--- config.mk ---
export PLATFORM = sky130hd
export DESIGN_NAME = jtframe_sdram64_rdslot
export DESIGN_NICKNAME = d
export VERILOG_FILES = /design/src/rtl/jtframe_sdram64_rdslot.sv
export SDC_FILE = /design/constraint.sdc
export NUM_CORES = 1
export LEC_CHECK = 0
export BUFFER_PORTS_ARGS = -buffer_cell sky130_fd_sc_hd__buf_2
export CAP_MARGIN = 20
export CORE_MARGIN = 10
export CORE_UTILIZATION = 60
export DETAILED_ROUTE_END_ITERATION = 8
export PLACE_DENSITY = 0.83
export SKIP_LAST_GASP = 1
export SLEW_MARGIN = 20
export SYNTH_ARGS = -nofsm -noshare
export SYNTH_HDL_FRONTEND = slang
export SYNTH_SLANG_ARGS = --single-unit
export TNS_END_PERCENT = 10
--- constraint.sdc ---
create_clock -name clk -period 4.6 [get_ports clk]
set_input_delay 1.38 -clock clk [delete_from_list [all_inputs] [get_ports clk]]
set_output_delay 1.38 -clock clk [all_outputs]
set_load 0.03 [all_outputs]
--- src/rtl/jtframe_sdram64_rdslot.sv ---
// Read-only SDRAM client slot: two-line burst cache in front of one bank port
// of the 64-bit-burst controller, refilled through the rd/ack/dst/dok/rdy handshake.
module jtframe_sdram64_rdslot #(
   parameter int AW    = 22,
   parameter int BURST = 4,
   parameter int DW    = 16
)(
   input  logic          clk,
   input  logic          rst_n,
   input  logic          cs,
   input  logic [AW-1:0] addr,
   input  logic          flush,
   output logic          data_ok,
   output logic [DW-1:0] dout,
   output logic [AW-1:0] sdram_addr,
   output logic          sdram_rd,
   input  logic          sdram_ack,
   input  logic          sdram_dst,
   input  logic          sdram_dok,
   input  logic          sdram_rdy,
   input  logic [15:0]   sdram_din
);
   localparam int OW = $clog2(BURST);
   localparam int IW = (OW == 0) ? 1 : OW;

   typedef enum logic [1:0] {ST_IDLE, ST_REQ, ST_WAIT, ST_FILL} state_t;

   state_t        st;
   logic [1:0]    valid;
   logic          vic;
   logic          flushed;
   logic [IW-1:0] cnt;
   logic [AW-1:0] tag [2];
   logic [AW-1:0] fill_tag;
   logic [15:0]   mem [2][BURST];

   logic [AW-1:0] tag_in;
   logic          hit0, hit1, hit, hsel;
   logic [IW-1:0] idx, k;
   logic [31:0]   rdw;
   logic          dok_fill, last;

   // Lookup: tag compare against both lines and word selection
   always_comb begin
      tag_in    = addr >> OW;
      hit0      = valid[0] && (tag[0] == tag_in);
      hit1      = valid[1] && (tag[1] == tag_in);
      hit       = hit0 | hit1;
      hsel      = !hit0;
      idx       = (OW == 0) ? '0 : IW'(addr);
      k         = idx;
      if (DW == 32) k[0] = 1'b0;
      rdw[15:0]  = mem[hsel][k];
      rdw[31:16] = (DW == 32) ? mem[hsel][k | IW'(1)] : 16'd0;
   end

   // A dok seen in WAIT counts as the first word of the burst
   assign dok_fill = ((st == ST_WAIT) || (st == ST_FILL)) && sdram_dok;
   assign last     = dok_fill && sdram_rdy;

   always_ff @(posedge clk or negedge rst_n) begin
      if (!rst_n) begin
         st         <= ST_IDLE;
         data_ok    <= 1'b0;
         dout       <= '0;
         sdram_rd   <= 1'b0;
         sdram_addr <= '0;
         valid      <= 2'b00;
         vic        <= 1'b0;
         flushed    <= 1'b0;
         cnt        <= '0;
      end else begin
         data_ok <= cs && hit && !flush;
         if (cs && hit && !flush) dout <= rdw[DW-1:0];
         case (st)
            ST_IDLE: if (cs && !hit) begin
               sdram_addr <= tag_in << OW;
               sdram_rd   <= 1'b1;
               valid[vic] <= 1'b0;
               flushed    <= 1'b0;
               cnt        <= '0;
               st         <= ST_REQ;
            end
            ST_REQ: if (sdram_ack) begin
               sdram_rd <= 1'b0;
               st       <= ST_WAIT;
            end
            ST_WAIT: if (sdram_dst || sdram_dok) st <= ST_FILL;
            default: ;
         endcase
         if (dok_fill && (cnt != IW'(BURST-1))) cnt <= cnt + 1'b1;
         if (last) begin
            if (!flushed) valid[vic] <= 1'b1;
            vic <= ~vic;
            st  <= ST_IDLE;
         end
         // Flush overrides any valid set in the same cycle
         if (flush) begin
            valid <= 2'b00;
            if (st != ST_IDLE) flushed <= 1'b1;
         end
      end
   end

   // Line storage carries no reset; the valid bits guard it
   always_ff @(posedge clk) begin
      if (st == ST_IDLE && cs && !hit) fill_tag <= tag_in;
      if (last) tag[vic] <= fill_tag;
      if (dok_fill) mem[vic][cnt] <= sdram_din;
   end

endmodule

==> impl_summary.txt, run 1 <==
----------------------------------------------------
[Setup path]
  Maximum fanout along the worst path ... 50
  Crit path kind ... in2reg
  Total stage count of the critical path ... 7
  CP startpoint kind ... input pin
  Critical path buffer and inverter count ... 3
  Delay of the slowest cell on the worst path ... a little over 700 ps
  Kind of end point of the critical path ... flop
  Kind of cell adding the most delay to the critical path ... buffers and inverters
  Data required time at the worst endpoint ... about 4700 ps
  Number of cells on the worst reg-to-reg path ... 6
  Slowest CP cell ... sky130_fd_sc_hd__inv_1
  Arrival time worst endpoint ... 3620 ps
  Cells traversed along the worst timing path ... buf_2 -> xor2_1 -> nor4_1 -> nand4_4 -> buf_4 -> nand4_1 -> inv_1

[Floorplanning]
  Placeable core region ... about 15000 um^2
  Standard-cell rows ... 44
  Chip Height ... around 140 um
  Number of I/O pins ... 86
  Effective utilization at floorplan ... 62.02%
  Chip Width ... around 140 um
  DIE AREA ... approximately 21000 um^2

[Timing]
  RSZ-0062 raised after global routing ... no
  Post-layout minimum cycle time ... about 3500 ps
  Maximum achievable frequency ... between 0.2 and 0.3 GHz
  Final worst-path setup slack ... 1098 ps
  Final setup TNS ... 0 ps
  Final hold violation count ... 0
  Count of final max-slew check failures ... 0
  Hold Worst Slack ... 459.8 ps
  Transition time at the pin with the least slew margin ... around 1100 ps
  Worst slew margin ... 29.00%
  Worst Skew ... 20.47 ps
  Final setup violating endpoints ... 0
  Post-route clock period utilization ... between 70% and 80%

[Placed design]
  Worst slack at placement ... ~560 ps
  Post-Place Cells ... approximately 760
  Port buffer count ... 83
  Final weighted congestion in routability-driven placement ... 0.7708
  Post-Place Cell Area ... slightly below 10000 um^2
  Detail Placement HPWL ... between 10000 and 15000 um

[Global route]
  Vias in the first global route ... between 5000 and 6000
  Overall overflow remaining after global route ... 0
  Largest net degree at the start of global routing ... between 50 and 60
  Antenna violations before repair ... 1
  Global-route wire length before repair ... ~29000 um
  Total global routing track utilization ... 18.18%

[Layout]
  Utilization of the core after routing ... between 70% and 80%
  Number of filler instances in the final layout ... between 800 and 900
  ANT cells ... 0
  Layout cell share with drive strength beyond 1 ... 26.86%
  Final nets ... between 600 and 700
  Final design instance area without fill ... approximately 10000 um^2
  Area overhead of the layout relative to synthesis ... 14.44%
  Final Instance Count excl. Fillers ... 802

[Run]
  Number of max-cap violations ... 0

[CTS]
  Longest Clk Path Bufs ... 3
  Clock tree from TritonCTS ... done
  Depth of the CTS H-tree ... 1
  Number of instances resized during post-cts repair ... 0
  Post-CTS setup buffer count ... 0
  Buffer cell driving the clock tree root ... sky130_fd_sc_hd__clkbuf_16
  CTS clk-pin slew, worst paths ... ~60 ps
  Clock buffer count from CTS ... 23
  Clock latency reported for the late side of the worst-skew pair ... between 500 and 600 ps
  CTS sink cnt ... between 200 and 250
  CTS Hold Buffers Added ... 0

[Logic synthesis]
  Biggest area consumer among synthesized cells ... sky130_fd_sc_hd__edfxtp_1
  Count of flip-flops with a built-in enable after synthesis ... 188
  Share of the synthesized area in the top cell type ... between 60% and 70%
  #FFs+latches synth ... around 230
  Post-Syn Instances ... slightly above 500
  Post-synthesis async set-or-reset flop share ... around a fifth
  Post-synthesis instance area ... 9116 um^2
  Most area-consuming cells after synthesis ... sky130_fd_sc_hd__edfxtp_1 (62%), sky130_fd_sc_hd__dfrtp_1 (13%), sky130_fd_sc_hd__mux4_2 (4.0%), sky130_fd_sc_hd__mux2i_1 (3.8%), sky130_fd_sc_hd__xnor2_1 (3.2%)
  Count of synthesis-stage warnings from yosys ... 0
  Portion of the post-synthesis area used by sequential elements ... 74.55%
  Leading register cell type out of synthesis ... sky130_fd_sc_hd__edfxtp_1
  Count of different cell masters after synthesis ... 41
  Avg Cell Area, Syn ... between 15 and 20 um^2

[Drt]
  Number of detailed-routing iterations run before antenna repair ... 5
  Remaining routing DRC violations ... 0
  Routed Wire Length ... approximately 19000 um
  Total number of vias ... just under 5000
  Number of design-rule violations left by the first detailed-router iteration ... about 390
  Via density ... 5.999
  Number of antenna-violating nets in the routed design ... 0
  Final routed wire length divided by cell count ... between 20 and 25 um

[Min path]
  Worst min-delay path class ... reg2reg
  Number of stages on the worst hold path ... 0

[Pwr]
  Peak VDD IR ... 0.4190 mV
  LEAKAGE ... about 4.1 nW
  Total chip power ... around 5.4 mW
  Cell Pwr Density ... 517.9 nW/um^2

[Status]
  Outcome ... complete, no violations

----------------------------------------------------
## cells in the mapped netlist, drive strengths merged (9+ instances only)
| cell | instances |
|---|---|
| mux2i | 35 |
| mux2 | 20 |
| mux4 | 16 |
| inv | 11 |
| a221o | 13 |
| nand2 | 21 |
| xnor2 | 33 |
| edfxtp | 188 |
| nand4 | 9 |
| dfrtp | 46 |
| nor2b | 14 |
| o21ai | 18 |
| buf | 13 |
| ha | 9 |
## cell usage in the layout (no fill, tap or decap), drive strengths merged
cell      Yosys  layout
edfxtp      188     188
buf          13      89
dfrtp        46      46
mux2i        35      35
xnor2        33      33
clkbuf        6      26
nand2        21      21
mux2         20      20
o21ai        18      18
mux4         16      16
nor2b        14      14
a221o        13      13
inv          11      12
ha            9       9
nand4         9       9
clkinv        0       9
xor2          8       8
nor2          6       6
and3          5       5
and2          4       4
nor4          4       4
nand3         3       3
a21oi         3       3
a22oi         3       3
nand2b        3       3
a22o          3       3
clkinvlp      0       3
a221oi        3       3
o31ai         2       2
conb          1       2
bufinv        0       2
o21a          1       1
a211o         1       1
nor3          1       1
nand3b        1       1
nor3b         1       1
o21bai        1       1
## metal layers
metal  vias to the layer above  global-route usage (%)  share of wire (%)  wire length [um]
met5                         -                       0                  0                 0
met4                         0                   4.944                2.3               417
met3                        39                   3.350                6.0              1107
met2                       179                   31.68                 52              9602
met1                      2466                   22.93                 40              7389
li1                       2127                       -                  -                 -
## path summary, 6_finish.rpt
check / start / slack (ps) / endpoint
worst max-delay path: addr[13] / 1100 / fill_tag[5]
worst min-delay path: fill_tag[7] / 460 / tag[1][7]
worst max register to register: tag[0][11] / 1700 / fill_tag[5]
worst min register to register: fill_tag[7] / 460 / tag[1][7]
max in group asynchronous: rst_n / 3160 / dout[15]
min in group asynchronous: rst_n / 870 / dout[1]
## report_power, final
group          switching, mW  leakage, nW  internal (mW)
combinational          0.582         1.43          0.304
clock                  0.754        0.348           1.03
sequential             0.132         2.29           2.60
total                   1.47         4.06           3.93
## worst register-to-register path: cells and delay by family (launching register included)
| family | cells | cell delay [ps] |
|---|---|---|
| simple gates | 3 | 470 |
| xor+xnor | 1 | 250 |
| flops | 1 | 390 |
| buf+inv | 2 | 1390 |
## logic make-up (layout without fill, tap and decap cells)
kind of cell | Yosys count | in the layout | share of synthesized area, %
mux | 71 | 71 | 10.27
other cells | 1 | 2 | 0.04114
buf+inv | 30 | 141 | 1.592
compound gates | 48 | 48 | 3.966
simple gates | 72 | 72 | 4.406
fa+ha+maj | 9 | 9 | 1.235
flops | 234 | 234 | 74.55
xor+xnor | 41 | 41 | 3.939
## sequential cells by signal, indices dropped and copies added (netlist names)
signal,flops
vic,1
fill_tag,20
sdram_addr,20
dout,16
cnt,2
mem,128
flushed,1
tag,40
data_ok,1
valid,2
sdram_rd,1
st,2
## area by class of cell
cell class,count,area [um^2],share of cell area [%]
tap,184,230.2,2.207
timing repair buffer,89,462.9,4.438
clock inverter,15,132.6,1.271
clock buffer,26,586.8,5.625
inverter,11,41.29,0.3958
multi-input combinational,243,2182,20.92
sequential,234,6797,65.15
Power figures use the tool's default switching activity.
==> inputs of run 2 (changes only) <==
ABC_AREA = 1   (was unset)
CORE_UTILIZATION = 54   (was 60)
PLACE_DENSITY = 0.78   (was 0.83)
clock period = 2.8 ns   (was 4.6 ns; I/O delays follow)
==> impl_summary.txt, run 2 <==
----------------------------------------------------
[Drt]
  Remaining routing DRC violations ... 0
  Number of antenna-violating nets in the routed design ... 0
  Number of detailed-routing iterations run before antenna repair ... 5
  Total number of vias ... roughly 7700
  Via density ... ~5.3
  Final routed wire length divided by cell count ... about 17 um
  Routed Wire Length ... around 25000 um
  Number of design-rule violations left by the first detailed-router iteration ... 651

[Placed design]
  Worst slack at placement ... 173.7 ps
  Detail Placement HPWL ... between 15000 and 20000 um
  Final weighted congestion in routability-driven placement ... roughly 0.94
  Post-Place Cell Area ... around 11000 um^2
  Post-Place Cells ... 1393
  Port buffer count ... between 80 and 90

[Global route]
  Largest net degree at the start of global routing ... 55
  Overall overflow remaining after global route ... 0
  Vias in the first global route ... around 7700
  Antenna violations before repair ... 5
  Global-route wire length before repair ... roughly 40000 um
  Total global routing track utilization ... around a fifth

[CTS]
  Depth of the CTS H-tree ... 1
  Number of instances resized during post-cts repair ... 0
  Clock latency reported for the late side of the worst-skew pair ... between 500 and 600 ps
  CTS clk-pin slew, worst paths ... roughly 60 ps
  Clock tree from TritonCTS ... done
  Post-CTS setup buffer count ... 0
  Clock buffer count from CTS ... 25
  Buffer cell driving the clock tree root ... sky130_fd_sc_hd__clkbuf_16
  Longest Clk Path Bufs ... 3
  CTS sink cnt ... ~230
  CTS Hold Buffers Added ... 0

[Timing]
  Maximum achievable frequency ... approximately 0.48 GHz
  RSZ-0062 raised after global routing ... no
  Transition time at the pin with the least slew margin ... 688.4 ps
  Final setup violating endpoints ... 0
  Post-layout minimum cycle time ... about 2100 ps
  Count of final max-slew check failures ... 0
  Worst slew margin ... 54.11%
  Hold Worst Slack ... about 440 ps
  Post-route clock period utilization ... between 70% and 80%
  Final setup TNS ... 0 ps
  Worst Skew ... between 20 and 25 ps
  Final hold violation count ... 0
  Final worst-path setup slack ... about 710 ps

[Setup path]
  CP startpoint kind ... flop
  Arrival time worst endpoint ... about 2300 ps
  Maximum fanout along the worst path ... 21
  Crit path kind ... reg2reg
  Data required time at the worst endpoint ... 3000 ps
  Delay of the slowest cell on the worst path ... approximately 430 ps
  Cells traversed along the worst timing path ... inv_1 -> ha_1 -> o21ai_1 -> nor2_1 -> inv_1 -> nor2_2 -> buf_4
  Kind of cell adding the most delay to the critical path ... buffers and inverters
  Number of cells on the worst reg-to-reg path ... 7
  Total stage count of the critical path ... 7
  Slowest CP cell ... sky130_fd_sc_hd__dfrtp_1
  Most frequent CP cell ... sky130_fd_sc_hd__inv_1
  Kind of end point of the critical path ... flop
  Critical path buffer and inverter count ... 3

[Min path]
  Worst min-delay path class ... in2async

[Layout]
  Utilization of the core after routing ... between 60% and 70%
  Area overhead of the layout relative to synthesis ... 15.55%
  Number of flip-flops in the largest register ... about 130
  Final design instance area without fill ... 12230 um^2
  Leading cell type in the layout, fill and taps excluded ... sky130_fd_sc_hd__nand2_1
  Top register by number of flip-flops ... mem
  Final Instance Count excl. Fillers ... approximately 1400
  Most used cells in the layout excluding fill and tap cells ... sky130_fd_sc_hd__nand2_1 (265), sky130_fd_sc_hd__edfxtp_1 (188), sky130_fd_sc_hd__inv_1 (184)
  Final nets ... roughly 1200
  Layout cell share with drive strength beyond 1 ... 16.61%
  Largest registers ... mem: 128 flops, tag: 40 flops

[Logic synthesis]
  Leading register cell type out of synthesis ... sky130_fd_sc_hd__edfxtp_1
  Post-synthesis async set-or-reset flop share ... between 10% and 20%
  Avg Cell Area, Syn ... around 10 um^2
  Most instantiated cells after synthesis ... sky130_fd_sc_hd__nand2_1 (265), sky130_fd_sc_hd__edfxtp_1 (188), sky130_fd_sc_hd__inv_1 (184), sky130_fd_sc_hd__nand3_1 (127), sky130_fd_sc_hd__nand4_1 (71)
  Portion of the post-synthesis area used by sequential elements ... 64.22%
  #FFs+latches synth ... roughly 230
  Count of synthesis-stage warnings from yosys ... 0
  Post-synthesis instance area ... 10580 um^2
  Post-Syn Instances ... 1062
  Share of the synthesized area in the top cell type ... approximately 53%
  Biggest area consumer among synthesized cells ... sky130_fd_sc_hd__edfxtp_1
  Count of different cell masters after synthesis ... 31
  Most area-consuming cells after synthesis ... sky130_fd_sc_hd__edfxtp_1 (53%), sky130_fd_sc_hd__dfrtp_1 (11%), sky130_fd_sc_hd__nand2_1 (9.4%), sky130_fd_sc_hd__inv_1 (6.5%), sky130_fd_sc_hd__nand3_1 (6.0%)
  Dominant cell by count in the synthesized netlist ... sky130_fd_sc_hd__nand2_1
  Count of flip-flops with a built-in enable after synthesis ... ~190

[Pwr]
  Peak VDD IR ... about 0.57 mV
  Cell Pwr Density ... roughly 770 nW/um^2
  Total chip power ... 9.402 mW
  LEAKAGE ... around 5.6 nW

[Floorplanning]
  DIE AREA ... between 20000 and 30000 um^2
  Placeable core region ... about 19000 um^2
  Effective utilization at floorplan ... 54.55%
  Chip Width ... roughly 160 um
  Number of I/O pins ... 86
  Chip Height ... roughly 160 um
  Standard-cell rows ... between 50 and 60

[Run]
  Number of max-cap violations ... 0

[Status]
  Outcome ... complete, no violations

----------------------------------------------------
-- run 2: changes by cell type after synthesis, moves of 13 or more --
cell                      change
sky130_fd_sc_hd__xnor2_1     -28
sky130_fd_sc_hd__nand3_1    +124
sky130_fd_sc_hd__inv_2       +22
sky130_fd_sc_hd__mux4_2      -16
sky130_fd_sc_hd__nand2_1    +244
sky130_fd_sc_hd__nor2_1      +33
sky130_fd_sc_hd__inv_1      +173
sky130_fd_sc_hd__nand4_1     +63
sky130_fd_sc_hd__nor2b_1     -14
sky130_fd_sc_hd__mux2i_1     -35
sky130_fd_sc_hd__mux2_2      -20
sky130_fd_sc_hd__a221o_1     -13
-- run 2: cells by family (layout without fill, tap and decap cells) --
| group | count (synthesis) | in the layout | synth area share [%] |
|---|---|---|---|
| buffers and inverters | 251 | 362 | 9.659 |
| AND/OR/NAND/NOR | 526 | 526 | 22.81 |
| flip-flops | 234 | 234 | 64.22 |
| other | 1 | 5 | 0.03544 |
| AO/OA/AOI/OAI | 35 | 35 | 1.714 |
| adder cells (fa/ha/maj) | 9 | 9 | 1.064 |
| XOR/XNOR | 6 | 6 | 0.4966 |
-- run 2: area by class of cell --
type | instances | area, um^2
clock buffers | 32 | 661.9
diodes | 3 | 7.507
multi-input cells | 578 | 2825
flip-flops and latches | 234 | 6797
well taps | 265 | 331.6
clock inverters | 14 | 151.4
repair buffers | 110 | 680.7
inverters | 206 | 773.2
fillers | 1551 | 7171
-- run 2: report_power, final --
| group | internal, mW | total [mW] | switching, mW |
|---|---|---|---|
| clock | 1.88 | 3.25 | 1.38 |
| combinational | 0.494 | 1.70 | 1.20 |
| sequential | 4.25 | 4.45 | 0.201 |
| total | 6.62 | 9.40 | 2.78 |
-- run 2: path summary, 6_finish.rpt --
kind / slack (ps) / startpoint / to
max in group asynchronous: 1900 / rst_n / dout[10]
min in group clk: 450 / fill_tag[18] / tag[0][18]
min: 440 / rst_n / cnt[1]
max: 710 / st[0] / tag[1][0]
min reg2reg: 450 / fill_tag[18] / tag[0][18]
max reg2reg: 710 / st[0] / tag[1][0]
-- run 2: routing by layer --
| layer | share of wire, % | wire [um] | track usage, % | up-vias |
|---|---|---|---|---|
| li1 | - | - | - | 3686 |
| met1 | 40 | 9995 | 23.56 | 3627 |
| met2 | 50 | 12520 | 33.64 | 290 |
| met3 | 7.9 | 2000 | 4.113 | 55 |
| met4 | 2.6 | 652 | 6.219 | 4 |
| met5 | 0.083 | 21 | 0 | - |
==> inputs of run 3 (changes only) <==
clock period = 1.85 ns   (was 2.8 ns; I/O delays follow)
==> impl_summary.txt, run 3 (synthesis results as in run 2) <==
----------------------------------------------------
[CTS]
  CTS sink cnt ... between 200 and 250
  Buffer cell driving the clock tree root ... sky130_fd_sc_hd__clkbuf_16
  Clock buffer count from CTS ... 24
  Clock latency reported for the late side of the worst-skew pair ... roughly 540 ps
  Clock tree from TritonCTS ... done
  Longest Clk Path Bufs ... 3
  CTS clk-pin slew, worst paths ... 60 ps
  Depth of the CTS H-tree ... 1

[Global route]
  Overall overflow remaining after global route ... 0
  Largest net degree at the start of global routing ... 42
  Total global routing track utilization ... 20.88%
  Vias in the first global route ... slightly above 8000
  Antenna violations before repair ... 3
  Global-route wire length before repair ... approximately 43000 um

[Timing]
  Post-route clock period utilization ... 105.4%
  Post-layout minimum cycle time ... just under 2000 ps
  Final setup TNS ... -2480 ps
  Final setup violating endpoints ... 42
  Hold Worst Slack ... around 270 ps
  Worst Skew ... between 20 and 30 ps
  Maximum achievable frequency ... a little over 0.5 GHz
  Count of final max-slew check failures ... 0
  RSZ-0062 raised after global routing ... yes
  Final worst-path setup slack ... -100.7 ps
  Final hold violation count ... 0

[Drt]
  Remaining routing DRC violations ... 0
  Uppermost metal layer occupied by signal nets ... met5
  Post-Route M1 WL ... about 10000 um
  Final routed wire length divided by cell count ... 18.72 um
  Detailed-routed wire length on met3 ... around 2700 um
  Number of antenna-violating nets in the routed design ... 0
  Met2 Routed Length ... approximately 14000 um
  Via density ... around 5.5
  Number of design-rule violations left by the first detailed-router iteration ... 892
  Number of detailed-routing iterations run before antenna repair ... 5
  Routed Wire Length ... between 20000 and 30000 um
  Total number of vias ... between 8000 and 9000

[Setup path]
  Data required time at the worst endpoint ... 2310 ps
  Maximum fanout along the worst path ... 8
  Delay of the slowest cell on the worst path ... just under 400 ps
  Number of cells on the worst reg-to-reg path ... 10
  CP startpoint kind ... flop
  Cells traversed along the worst timing path ... nand2_1 -> nand3_1 -> nor3_2 -> nand3_2 -> nand2_2 -> nand2_2 -> nor2_4 -> clkbuf_16 -> nand3_1 -> nand2_1
  Crit path kind ... reg2reg
  Slowest CP cell ... sky130_fd_sc_hd__edfxtp_1
  Arrival time worst endpoint ... about 2400 ps
  Kind of end point of the critical path ... flop

[Placed design]
  Detail Placement HPWL ... 17050 um
  Worst slack at placement ... -325.5 ps
  Post-Place Cell Area ... around 12000 um^2
  Port buffer count ... a little over 80
  Final weighted congestion in routability-driven placement ... between 0.9 and 1

[Floorplanning]
  Chip Width ... between 150 and 200 um
  Chip Height ... around 160 um
  Number of I/O pins ... 86
  Effective utilization at floorplan ... around 55%
  Standard-cell rows ... 51
  Placeable core region ... a little under 20000 um^2
  DIE AREA ... around 26000 um^2

[Layout]
  Final nets ... around 1300
  Number of flip-flops in the largest register ... 128
  Largest registers ... mem: 128 flops, tag: 40 flops
  Most used cells in the layout excluding fill and tap cells ... sky130_fd_sc_hd__nand2_1 (249), sky130_fd_sc_hd__edfxtp_1 (188), sky130_fd_sc_hd__inv_1 (183)
  Top register by number of flip-flops ... mem
  Layout cell share with drive strength beyond 1 ... approximately a quarter
  Leading cell type in the layout, fill and taps excluded ... sky130_fd_sc_hd__nand2_1
  Area overhead of the layout relative to synthesis ... 25.54%
  Number of filler instances in the final layout ... approximately 1400
  Final design instance area without fill ... approximately 13000 um^2

[Status]
  Outcome ... complete, but fails checks
  Failing checks ... setup timing

[Min path]
  Worst min-delay path class ... in2reg
  Number of stages on the worst hold path ... 1

[Pwr]
  Peak VDD IR ... 0.8447 mV
  Comb power frac ... about a fifth
  Fraction of power consumed by sequential logic ... 45.5%
  Switching portion of total power ... 29.26%
  Cell Pwr Density ... 1110 nW/um^2
  Clock power frac ... around 34%
  Total chip power ... 14.74 mW
  LEAKAGE ... between 6 and 7 nW
  Internal Dissipation ... about 10 mW
  Total net switching power ... between 4 and 5 mW

[Run]
  Number of max-cap violations ... 0

----------------------------------------------------
run 3: changes by cell type in the layout (fill, tap and decap cells not counted), moves of 3 or more:
cell                         before  now
sky130_fd_sc_hd__buf_4           22   54
sky130_fd_sc_hd__buf_12           5   24
sky130_fd_sc_hd__nand3_1        127  110
sky130_fd_sc_hd__nand2_1        265  249
sky130_fd_sc_hd__nand2_2          2   18
sky130_fd_sc_hd__nand3_2          1   16
sky130_fd_sc_hd__buf_6            0    9
sky130_fd_sc_hd__nor3_4           0    8
sky130_fd_sc_hd__nor3_2           8    1
sky130_fd_sc_hd__nor2_1          36   31
sky130_fd_sc_hd__clkinvlp_4       4    0
sky130_fd_sc_hd__o21ai_0          8    4
sky130_fd_sc_hd__clkbuf_1         6    9
sky130_fd_sc_hd__nor2_4           5    8
run 3: layer usage:
| metal | global-route usage [%] | vias to the layer above |
|---|---|---|
| li1 | - | 3801 |
| met1 | 24.91 | 3881 |
| met2 | 35.94 | 459 |
| met3 | 4.576 | 93 |
| met4 | 8.431 | 4 |
| met5 | 0 | - |
run 3: final cells by class:
type | instances | area (um^2) | share of cell area [%]
tap | 265 | 331.6 | 2.496
timing repair buffer | 174 | 1488 | 11.20
multi-input combinational | 578 | 3070 | 23.11
inverter | 206 | 773.2 | 5.820
clock inverter | 10 | 175.2 | 1.319
clock buffer | 34 | 648.1 | 4.879
sequential | 234 | 6797 | 51.16
antenna | 1 | 2.502 | 0.01884
run 3: through the flow:
| stage | instances | utilization, % |
|---|---|---|
| finish | 1502 | 68.49 |
| global route | 1502 | 68.49 |
| CTS | 1498 | 67.58 |
| detailed placement | 1447 | 62.41 |
| global placement | 1447 | 62.41 |
| floorplan | 1063 | - |
run 3: what timing repair did:
action                                 in CTS  in global routing
gates resized for setup                    27                 36
endpoints found under the hold margin      16                  0
pin swaps                                  15                 21
hold buffers                                1                  0
setup endpoints to repair                  26                102
setup buffers                               6                  1
cloned                                      1                  2
run 3: power groups by stage:
stage / combinational (mW) / sequential [mW] / clock, mW
detailed placement: 2.95 / 6.81 / 0
global placement: 2.85 / 6.78 / 0
floorplan: 1.43 / 7.19 / 0
global route: 3.30 / 6.78 / 5.30
finish: 3.02 / 6.71 / 5.01
CTS: 3.00 / 6.71 / 5.06
run 3: worst paths after layout:
check                              from             end  slack, ps
max                           tag[1][1]         dout[5]       -100
min                            addr[19]    fill_tag[17]        270
max reg2reg                   tag[1][1]         dout[5]       -100
min reg2reg                fill_tag[14]      tag[1][14]        440
max in group asynchronous         rst_n         dout[9]        820
min in group asynchronous         rst_n  sdram_addr[11]        490
run 3: critical path, delay by kind of cell (launching register included):
family                 cells  cell delay, ps
buffers and inverters      1             220
DFF                        1             390
and+or+nand+nor            9            1260
